## config.mk

```make
export PLATFORM = sky130hd
export DESIGN_NAME = logic_compare_pipe
export DESIGN_NICKNAME = d
export VERILOG_FILES = /design/src/rtl/logic_compare_pipe.sv
export SDC_FILE = /design/constraint.sdc
export NUM_CORES = 1
export LEC_CHECK = 0
export CAP_MARGIN = 20
export CORE_UTILIZATION = 30
export DETAILED_ROUTE_END_ITERATION = 8
export PLACE_DENSITY = 0.49
export SETUP_SLACK_MARGIN = 0.3
export SLEW_MARGIN = 20
export SYNTH_ARGS = -nofsm -noshare
export SYNTH_HDL_FRONTEND = slang
export SYNTH_SLANG_ARGS = --single-unit
```

## constraint.sdc

```tcl
create_clock -name clk -period 4 [get_ports clk]
set_input_delay 0.4 -clock clk [delete_from_list [all_inputs] [get_ports clk]]
set_output_delay 0.4 -clock clk [all_outputs]
set_load 0.02 [all_outputs]
```

## src/rtl/logic_compare_pipe.sv

```systemverilog
// Two-stage valid/ready bitwise-operation datapath with popcount, equality flag and saturating match counter.
// Define LOGIC_COMPARE_PARITY_EN to register an XOR-reduction of the result alongside it.
module logic_compare_pipe #(
    parameter int WIDTH = 8,
    parameter int CNT_W = 16
) (
    input  logic                       clk,
    input  logic                       reset,
    input  logic                       in_valid,
    output logic                       in_ready,
    input  logic [WIDTH-1:0]           a,
    input  logic [WIDTH-1:0]           b,
    input  logic [2:0]                 op,
    output logic                       out_valid,
    input  logic                       out_ready,
    output logic [WIDTH-1:0]           out,
    output logic [$clog2(WIDTH+1)-1:0] ones,
    output logic                       all_eq,
    output logic [CNT_W-1:0]           match_cnt,
    output logic                       parity
);

    localparam int ONES_W = $clog2(WIDTH + 1);
    localparam logic [CNT_W-1:0] CNT_MAX = '1;

    typedef enum logic [2:0] {
        OP_AND  = 3'b000,
        OP_OR   = 3'b001,
        OP_XOR  = 3'b010,
        OP_XNOR = 3'b011,
        OP_NAND = 3'b100,
        OP_NOR  = 3'b101,
        OP_PASS = 3'b110,
        OP_NOTA = 3'b111
    } op_e;

    logic [WIDTH-1:0]  op_res;
    logic [WIDTH-1:0]  r1;
    logic              eq1;
    logic              v1;
    logic [ONES_W-1:0] r1_ones;
    logic              s2_load;
    logic              s1_adv;
    logic              accept;

    assign s2_load  = !out_valid || out_ready;
    assign s1_adv   = v1 && s2_load;
    assign in_ready = !v1 || s1_adv;
    assign accept   = in_valid && in_ready;

    always_comb begin
        // NOTE: default assigned before the case so no path leaves op_res unassigned (no latch).
        op_res = '0;
        case (op_e'(op))
            OP_AND:  op_res = a & b;
            OP_OR:   op_res = a | b;
            OP_XOR:  op_res = a ^ b;
            OP_XNOR: op_res = ~(a ^ b);
            OP_NAND: op_res = ~(a & b);
            OP_NOR:  op_res = ~(a | b);
            OP_PASS: op_res = a;
            OP_NOTA: op_res = ~a;
        endcase
    end

    // Popcount is computed from the stage-1 result so stage 2 only registers it.
    always_comb begin
        r1_ones = '0;
        for (int i = 0; i < WIDTH; i++) begin
            r1_ones = r1_ones + ONES_W'(r1[i]);
        end
    end

    // NOTE: all sequential state uses non-blocking assignments so every register samples pre-edge values.
    always_ff @(posedge clk) begin
        if (reset) begin
            v1  <= 1'b0;
            r1  <= '0;
            eq1 <= 1'b0;
        end else if (accept) begin
            v1  <= 1'b1;
            r1  <= op_res;
            eq1 <= (a == b);
        end else if (s1_adv) begin
            v1 <= 1'b0;
        end
    end

    always_ff @(posedge clk) begin
        if (reset) begin
            out_valid <= 1'b0;
            out       <= '0;
            ones      <= '0;
            all_eq    <= 1'b0;
        end else if (s2_load) begin
            out_valid <= v1;
            if (v1) begin
                out    <= r1;
                ones   <= r1_ones;
                all_eq <= eq1;
            end
        end
    end

    always_ff @(posedge clk) begin
        if (reset) begin
            match_cnt <= '0;
        end else if (out_valid && out_ready && all_eq && match_cnt != CNT_MAX) begin
            match_cnt <= match_cnt + CNT_W'(1);
        end
    end

`ifdef LOGIC_COMPARE_PARITY_EN
    always_ff @(posedge clk) begin
        if (reset) begin
            parity <= 1'b0;
        end else if (s2_load && v1) begin
            parity <= ^r1;
        end
    end
`else
    assign parity = 1'b0;
`endif

endmodule

```

# --- After elaboration in Yosys (flattened, before gate mapping) ---
# Index checks and enable logic that the tools add are counted.
word_totals:
  output_inout_bits: 32
  input_bits: 23
  regBits: 40
classes:
  add_sub_neg: 8
  n_bitwise: 7
  n_reduce_logical: 12
  eq_ne: 9
  mux: 3
op_table:
  columns: ["op", "n"]
  rows:
  - ["$pmux W8 S8", 1]
  - ["$not A8 Y8", 4]
  - ["$add A16 B1 Y16 const B", 1]
  - ["$add A4 B1 Y4", 4]
  - ["$ne A16 B16 Y1 const B", 1]
  - ["$eq A3 B3 Y1 const B", 4]
  - ["$and A8 B8 Y8", 1]
  - ["$eq A8 B8 Y1", 1]
  - ["$or A8 B8 Y8", 1]
  - ["$xor A8 B8 Y8", 1]
  - ["$eq A3 B2 Y1 const B", 2]
  - ["$logic_and A1 B1 Y1", 5]
  - ["$add A3 B1 Y4", 1]
  - ["$add A2 B1 Y3", 1]
  - ["$eq A3 B1 Y1 const B", 1]
  - ["$logic_not A3 Y1", 1]
  - ["$add A1 B1 Y2", 1]
  - ["$logic_not A1 Y1", 2]
  - ["$logic_or A1 B1 Y1", 2]
  - ["$mux W1", 2]
  - ["$reduce_and A2 Y1", 1]
  - ["$reduce_bool A2 Y1", 1]

# --- Longest topological paths before layout ---
# Gate-level depths: netlist (run 1).
depth:
  depth_word: 7
  mapped_depth: 11

# --- Worst setup path before layout (run 1) ---
# Ideal clock, no wire load.
synth_path:
  kind: "reg-to-reg"
  from: "reg r1[0]"
  to: "reg ones[2]"
  stages_incl_launch_ff: 12
  required_time_ns: 3.930
  n_path_buf: 0
  period_less_slack_ns: 2.760
  slack_ns: 1.240
  arrival_ns: 2.690
  cell_sequence: "dfxtp_1 > fa_1 > inv_1 > fa_1 > fa_1 > inv_1 > ha_1 > inv_1 > fa_1 > xnor2_1 > nand2_1 > a21oi_1"
synth_between:
  elab_chain_cells: 7
synth_rtl:
  columns: ["element", "line_no", "text"]
  rows:
  - ["from (decl)", "38", "logic [WIDTH-1:0] r1;"]
  - ["from (signal assigned)", "82", "r1 <= op_res;"]
  - ["$add A1 B1 Y2", "70", "r1_ones = r1_ones + ONES_W'(r1[i]);"]
  - ["$add A2 B1 Y3", "70", null]
  - ["$add A3 B1 Y4", "70", null]
  - ["$add A4 B1 Y4 (4 in a row)", "70", null]
  - ["to (signal assigned)", "99", "ones <= r1_ones;"]
  - ["to (decl)", "17", "output logic [$clog2(WIDTH+1)-1:0] ones,"]
# Every way passes these cells.
# A chain may end at the register's enable or synchronous reset.

# --- Worst setup path after layout (run 1) ---
# Same ends and word-level chain as after synthesis.

==> qor_table.md, run 1 <==
| Result | This run | Unit |
|---|---|---|
| Fraction of layout instances using a drive strength above 1 | 6.54 | % |
| Number of I/O port buffers | 53 | - |
| Worst-path maximum fanout | 3 | - |
| Number of maximum-capacitance constraint violations | 0 | - |
| Outcome | completed | - |
| Antenna violations before repair | 0 | - |
| Nets@finish | 413 | - |
| Switching power total | 250 | uW |
| Final ANT Viol Nets | 0 | - |
| Top post-synthesis cells by area | sky130_fd_sc_hd__dfxtp_1 (31%), sky130_fd_sc_hd__ha_1 (9.6%), sky130_fd_sc_hd__nand2_1 (6.2%) | - |
| CTS root buf | sky130_fd_sc_hd__clkbuf_8 | - |
| Standard cell core area | 0.00830 | sq mm |
| Cts repair resizes | 0 | - |
| Placed wire-length estimate after detailed placement | 4390 | um |
| Synth warnings | 0 | - |
| Post-Route Utilization | 39.6 | % |
| Level count of the clock H-tree | 2 | - |
| Clock tree skew after final layout | 4.78 | ps |
| Share of flip-flops with an asynchronous set or reset after synthesis | 0 | % |
| Final setup violating endpoints | 0 | - |
| DR vias | 2303 | - |
| DR vias/cell | 4.88 | - |
| Worst Max-Slew Pin Slew | 940 | ps |
| Clock-pin slew reported for the worst setup and hold paths after clock tree synthesis | 80 | ps |
| Die X-Extent | 95.2 | um |
| Leakage power | 1.29 | nW |
| Most common library cell in the layout ignoring fill and taps | sky130_fd_sc_hd__clkdlybuf4s50_1 | - |
| Clock latency at the later pin of the worst-skew pair | 290 | ps |
| GRT Total Usage | 13.9 | % |
| Iter 0 DRT Violations | 74 | - |
| Synthesized instance count | 322 | - |
| Area added between synthesis and finish | 26.2 | % |
| Post-synthesis cell type with the largest combined area | sky130_fd_sc_hd__dfxtp_1 | - |
| Buffer count from post-CTS setup fixing | 0 | - |
| Critical Path AT | 3130 | ps |
| Relative slew margins | 37.1 | % |
| Setup repair after global routing missed its margin | no | - |
| Clock network fraction of total power | 31.2 | % |
| Clock tree from TritonCTS | built | - |
| Hold/Removal Path Class | flip-flop to flip-flop | - |
| Number of slew-limit violations in the final report | 0 | - |
| Power density of the placed cells | 272 | mW/mm^2 |
| Maximum buffer depth of the clock tree | 2 | - |
| Cell Rows | 33 | - |
| Post-synthesis cell area | 0.00261 | sq mm |
| Post-synthesis cell type count | 45 | - |
| Routed length per instance | 12.2 | um |
| Area fraction of the dominant cell type after synthesis | 30.7 | % |
| Fraction of the yosys area taken by sequential cells | 30.7 | % |
| Wire length of the first global-routing pass | 9940 | um |
| Setup TNS Final | 0 | ps |
| Final critical-path required period | 2900 | ps |
| Number of flip-flops and latches in the synthesized netlist | 40 | - |
| Antenna Diode Count | 0 | - |
| Mean cell area of the mapped netlist | 8.10 | sq um |
| Die H | 95.2 | um |
| Maximum number of pins on one net before global-route repair | 28 | - |
| Sequential group share of total power | 47.2 | % |
| Ys flop type | sky130_fd_sc_hd__dfxtp_1 | - |
| Floorplan die area | 0.00907 | sq mm |
| Worst setup path category | flip-flop to flip-flop | - |
| Post-cts hold buffer count | 0 | - |
| Share of total power in combinational logic | 21.6 | % |
| DRC viols | 0 | - |
| Number of buffers created by CTS | 5 | - |
| RePlAce Congestion | 0.758 | - |
| P_int | 645 | uW |
| Vias in the first global route | 2124 | - |
| Top library cells by usage in the layout, fill and taps aside | sky130_fd_sc_hd__clkdlybuf4s50_1 (53), sky130_fd_sc_hd__nand2_1 (43), sky130_fd_sc_hd__dfxtp_1 (40), sky130_fd_sc_hd__inv_1 (31), sky130_fd_sc_hd__a21oi_1 (27) | - |
| Max Freq | 345 | MHz |
| Kind of start point of the critical path | flip-flop | - |
| WL final | 5750 | um |
| Tcrit/Tclk final | 72.5 | % |
| Peak supply drop | 103 | uV |
| Synthesized net count | 369 | - |
| Initial standard-cell utilization of the core | 31.4 | % |
| Drt pass-1 iters | 4 | - |
| Post-synth EDFFs | 0 | - |
| Category of the worst setup path capture point | flip-flop | - |
| CTS Sinks | 40 | - |
| WP data required | 4230 | ps |
| Global-route congestion overflow total | 0 | - |
| Share of total power consumed by net switching | 27.9 | % |
| Count of boundary I/O pins | 55 | - |
| Endpoints failing hold | 0 | - |
[per-layer routing]
| layer | vias to the layer above | wire (um) | track usage [%] |
|---|---|---|---|
| met2 | 53 | 2410 | 20.7 |
| met3 | 7 | 241 | 2.31 |
| met5 | - | 0 | 0 |
| li1 | 1212 | - | - |
| met4 | 0 | 103 | 5.30 |
| met1 | 1031 | 2990 | 20.0 |
[sequential cells by signal, indices dropped and copies added, names as in the netlist]
signal and flops:
all_eq 1, eq1 1, match_cnt 16, ones 4, out 8, out_valid 1
r1 8, v1 1
[final timing paths]
path	startpoint	depth (start not counted)	slack [ps]	to
min reg2reg	ones[2]$_SDFFE_PP0P_	2	450	ones[2]$_SDFFE_PP0P_
max	r1[0]$_SDFFE_PP0P_	11	1100	ones[2]$_SDFFE_PP0P_
max reg2reg	r1[0]$_SDFFE_PP0P_	11	1100	ones[2]$_SDFFE_PP0P_
min	ones[2]$_SDFFE_PP0P_	2	450	ones[2]$_SDFFE_PP0P_
[kinds of logic (layout without fill, tap and decap cells)]
logic type / Yosys count / count (layout) / synth area share [%]
compound gates: 61 / 61 / 15.1
xor+xnor: 9 / 9 / 3.02
buf+inv: 49 / 94 / 7.73
flops: 40 / 40 / 30.7
simple gates: 126 / 126 / 25.9
other cells: 1 / 1 / 0.144
fa+ha+maj: 24 / 24 / 12.7
mux: 12 / 12 / 4.75
[worst max-delay path, cell delays in order (launching register included)]
cell and delay, ps:
sky130_fd_sc_hd__dfxtp_1 340, sky130_fd_sc_hd__fa_1 530, sky130_fd_sc_hd__inv_1 50, sky130_fd_sc_hd__fa_1 490, sky130_fd_sc_hd__fa_1 410, sky130_fd_sc_hd__inv_1 70, sky130_fd_sc_hd__ha_1 160, sky130_fd_sc_hd__inv_1 50
sky130_fd_sc_hd__fa_1 370, sky130_fd_sc_hd__xnor2_1 150, sky130_fd_sc_hd__nand2_1 70, sky130_fd_sc_hd__a21oi_1 150
[per-stage QoR]
stage | power, mW | std cells | setup WS (ps) | hold WS, ps | instance area [sq um]
floorplan | 0.562 | 322 | 1240 | 432 | 2610
finish | 0.895 | 472 | 1100 | 455 | 3290
global placement | 0.624 | 464 | 1170 | 448 | 3200
global route | 0.959 | 472 | 916 | 482 | 3290
CTS | 0.910 | 472 | 1090 | 459 | 3290
detailed placement | 0.627 | 464 | 1110 | 448 | 3200
[cells in the mapped netlist, types with 7 or more instances]
cell type and count:
sky130_fd_sc_hd__mux2i_1 9, sky130_fd_sc_hd__clkbuf_1 11, sky130_fd_sc_hd__ha_1 20, sky130_fd_sc_hd__xnor2_1 9, sky130_fd_sc_hd__a21o_1 7, sky130_fd_sc_hd__nor2_1 12, sky130_fd_sc_hd__nor2b_1 8, sky130_fd_sc_hd__dfxtp_1 40
sky130_fd_sc_hd__a21oi_1 27, sky130_fd_sc_hd__nand3_1 22, sky130_fd_sc_hd__nor4_1 8, sky130_fd_sc_hd__o31ai_1 7, sky130_fd_sc_hd__nand2_1 43, sky130_fd_sc_hd__inv_1 31
[area by class of cell]
cell class	instances	area (sq um)
Sequential cell	40	801
Clock buffer	8	90.1
Timing Repair Buffer	55	546
Multi-Input combinational cell	233	1610
Fill cell	864	5010
Tap cell	105	131
Inverter	31	116
[power by group through the flow]
stage | registers, mW | logic (mW) | clock network, mW
floorplan | 0.437 | 0.125 | 0
global placement | 0.432 | 0.192 | 0
detailed placement | 0.432 | 0.195 | 0
CTS | 0.423 | 0.196 | 0.291
global route | 0.425 | 0.221 | 0.313
finish | 0.423 | 0.193 | 0.279
No activity file was read; power rests on OpenSTA's default activity.
==> run 2, diff against run 1 <==
- clock period: 4 -> 3.04 ns (I/O delays scaled with it)
==> qor_table.md, run 2 (synthesized netlist as in run 1, its figures left out) <==
| Result | This run | Unit | vs previous |
|---|---|---|---|
| Setup TNS Final | 0 | ps | unchanged |
| Most flop-heavy register | match_cnt | - |  |
| P_int | 859 | uW | +33% |
| Share of total power consumed by net switching | 28.1 | % | +0.21 points |
| Category of the worst setup path capture point | flip-flop | - |  |
| Setup WS post-layout | 183 | ps | -919 ps |
| Level count of the clock H-tree | 2 | - | unchanged |
| Hold_sp | eq1$_SDFFE_PP0P_ | - |  |
| Relative slew margins | 39.9 | % | +2.8 points |
| Cell Rows | 33 | - | unchanged |
| Number of slew-limit violations in the final report | 0 | - | unchanged |
| Met3 capacity usage during global routing | 1.99 | % | -0.32 points |
| CTS Sinks | 40 | - | unchanged |
| Final critical-path required period | 2860 | ps | -41.4 ps |
| Routing layer with the top usage in global route | met2 | - |  |
| Critical path's largest stage delay | 540 | ps | about the same |
| Count of boundary I/O pins | 55 | - | unchanged |
| Worst Max-Slew Pin Slew | 898 | ps | -41.6 ps |
| Post-Route Utilization | 40.2 | % | +0.59 points |
| Top library cells by usage in the layout, fill and taps aside | sky130_fd_sc_hd__clkdlybuf4s50_1 (53), sky130_fd_sc_hd__nand2_1 (43), sky130_fd_sc_hd__dfxtp_1 (39), sky130_fd_sc_hd__inv_1 (29), sky130_fd_sc_hd__a21oi_1 (27) | - |  |
| Nets@finish | 417 | - | +0.97% |
| Number of buffers created by CTS | 5 | - | unchanged |
| Endpoints failing hold | 0 | - | unchanged |
| Hold/Removal Path Class | flip-flop to flip-flop | - |  |
| Power density of the placed cells | 358 | mW/mm^2 | +32% |
| Cell area after placement | 0.00322 | sq mm | +0.78% |
| Most common library cell in the layout ignoring fill and taps | sky130_fd_sc_hd__clkdlybuf4s50_1 | - |  |
| Routed length per instance | 12.4 | um | +1.7% |
| Startpoint of the worst setup timing path | r1[0]$_SDFFE_PP0P_ | - |  |
| Leakage power | 1.32 | nW | +2.1% |
| Final setup violating endpoints | 0 | - | unchanged |
| DRC viols | 0 | - | unchanged |
| Cell repeated most along the worst path | sky130_fd_sc_hd__fa_1 | - |  |
| Worst setup path category | flip-flop to flip-flop | - |  |
| Antenna violations before repair | 0 | - | unchanged |
| RePlAce Congestion | 0.771 | - | +1.7% |
| Largest register FFs | 16 | - | unchanged |
| Die X-Extent | 95.2 | um | unchanged |
| Maximum number of pins on one net before global-route repair | 27 | - | -3.6% |
| Drt pass-1 iters | 4 | - | unchanged |
| Final ANT Viol Nets | 0 | - | unchanged |
| Fraction of layout instances using a drive strength above 1 | 9.43 | % | +2.9 points |
| Number of I/O port buffers | 53 | - | unchanged |
| Maximum buffer depth of the clock tree | 2 | - | unchanged |
| Floorplan die area | 0.00907 | sq mm | unchanged |
| Worst slack on hold paths | 450 | ps | -5.09 ps |
| Critical R2R Launch | r1[0]$_SDFFE_PP0P_ | - |  |
| Standard cell core area | 0.00830 | sq mm | unchanged |
| Number of maximum-capacitance constraint violations | 0 | - | unchanged |
| Register-to-register setup slack | 180 | ps | -920 ps |
| Placed wire-length estimate after detailed placement | 4550 | um | +3.7% |
| Iter 0 DRT Violations | 98 | - | +32% |
| Peak supply drop | 172 | uV | +67% |
| Worst slack after detailed placement | 181 | ps | -929 ps |
| Sequential group share of total power | 46.5 | % | -0.7 points |
| Kind of start point of the critical path | flip-flop | - |  |
| Initial standard-cell utilization of the core | 31.4 | % | unchanged |
| Slowest stage cell, crit path | sky130_fd_sc_hd__fa_1 | - |  |
| Outcome | completed | - |  |
| Number of placed cells counting well taps | 467 | - | +0.65% |
| GRT Total Usage | 13.6 | % | -0.34 points |
| Share of total power in combinational logic | 22.7 | % | +1.1 points |
| Clock latency at the later pin of the worst-skew pair | 290 | ps | about the same |
| WL final | 5890 | um | +2.5% |
| Critical path, cell by cell | fa_1 -> inv_2 -> fa_1 -> fa_1 -> inv_1 -> ha_2 -> inv_2 -> fa_2 -> xnor2_2 -> nand2_1 -> a21oi_1 | - |  |
| Tcrit/Tclk final | 94.0 | % | +22 points |
| Clock tree from TritonCTS | built | - |  |
| Clock-pin slew reported for the worst setup and hold paths after clock tree synthesis | 80 | ps | about the same |
| Reg2reg path depth | 11 | - | unchanged |
| Met2 track demand over resource in global routing | 21.0 | % | +0.30 points |
| Switching power total | 336 | uW | +35% |
| Critical Path AT | 3080 | ps | -50 ps |
| Top flop regs | match_cnt: 16 flops, out: 8 flops, r1: 8 flops | - |  |
| Vias in the first global route | 2045 | - | -3.7% |
| Die H | 95.2 | um | unchanged |
| DR vias/cell | 4.87 | - | -0.24% |
| Met1 track demand over resource in global routing | 19.4 | % | -0.62 points |
| WP data required | 3270 | ps | -960 ps |
| Power Total | 1.20 | mW | +34% |
| CTS root buf | sky130_fd_sc_hd__clkbuf_8 | - |  |
| Worst-path maximum fanout | 3 | - | unchanged |
| Number of standard cells in the layout, taps in and fillers out | 476 | - | +0.85% |
| Area added between synthesis and finish | 28.0 | % |  |
| Max Freq | 350 | MHz | +1.4% |
| Clock tree skew after final layout | 10.2 | ps | +5.41 ps |
| DR vias | 2317 | - | +0.61% |
| Global-route congestion overflow total | 0 | - | unchanged |
| Number of stages on the worst hold path | 2 | - | unchanged |
| Antenna Diode Count | 0 | - | unchanged |
| Clock network fraction of total power | 30.8 | % | -0.4 points |
| Layout Cell Area excl Fill | 0.00334 | sq mm | +1.5% |
| Post-cts hold buffer count | 0 | - | unchanged |
| Setup repair after global routing missed its margin | yes | - |  |
| Wire length of the first global-routing pass | 9720 | um | -2.3% |
run 2: worst paths after layout:
kind | end
min | all_eq$_SDFFE_PP0P_
max reg2reg | ones[2]$_SDFFE_PP0P_
min reg2reg | all_eq$_SDFFE_PP0P_
max | ones[2]$_SDFFE_PP0P_
run 2: layer usage:
metal	routed length, um	share of wire, %	vias up
met4	74	1.3	0
met5	0	0	-
li1	-	-	1218
met1	3050	52	1034
met2	2530	43	59
met3	243	4.1	6
run 2: layout make-up:
cell class | instances | area [sq um]
fillers | 874 | 4960
multi-input cells | 233 | 1620
flip-flops and latches | 40 | 802
repair buffers | 59 | 576
well taps | 105 | 131
inverters | 31 | 116
clock buffers | 8 | 90.1
run 2: what timing repair did:
action                     4_1_cts  5_1_grt
setup endpoints to repair        2        2
hold endpoints to repair         0        0
pin swaps                        3        1
setup buffers                    0        1
resized for setup                4        2
run 2: worst max-delay path, delay by kind of cell (launching register included):
| kind | cells | cell delay (ps) |
|---|---|---|
| XOR/XNOR | 1 | 130 |
| buffers and inverters | 3 | 160 |
| adder cells (fa/ha/maj) | 5 | 1980 |
| AND/OR/NAND/NOR | 1 | 60 |
| AO/OA/AOI/OAI | 1 | 140 |
| flip-flops | 1 | 340 |
run 2: power groups by stage:
stage	clock network, mW	logic (mW)	registers (mW)
6_report	0.368	0.271	0.556
5_1_grt	0.402	0.308	0.560
4_1_cts	0.378	0.269	0.557
3_5_place_dp	0	0.262	0.569
3_3_place_gp	0	0.256	0.568
2_1_floorplan	0	0.165	0.575
==> run 3, diff against run 2 <==
- ABC_CLOCK_PERIOD_IN_PS: not set -> 3040
- CAP_MARGIN: 20 -> not set
- SLEW_MARGIN: 20 -> not set
==> results of run 3 <==
The final DEF is identical to that of run 2; final timing and power are the same.
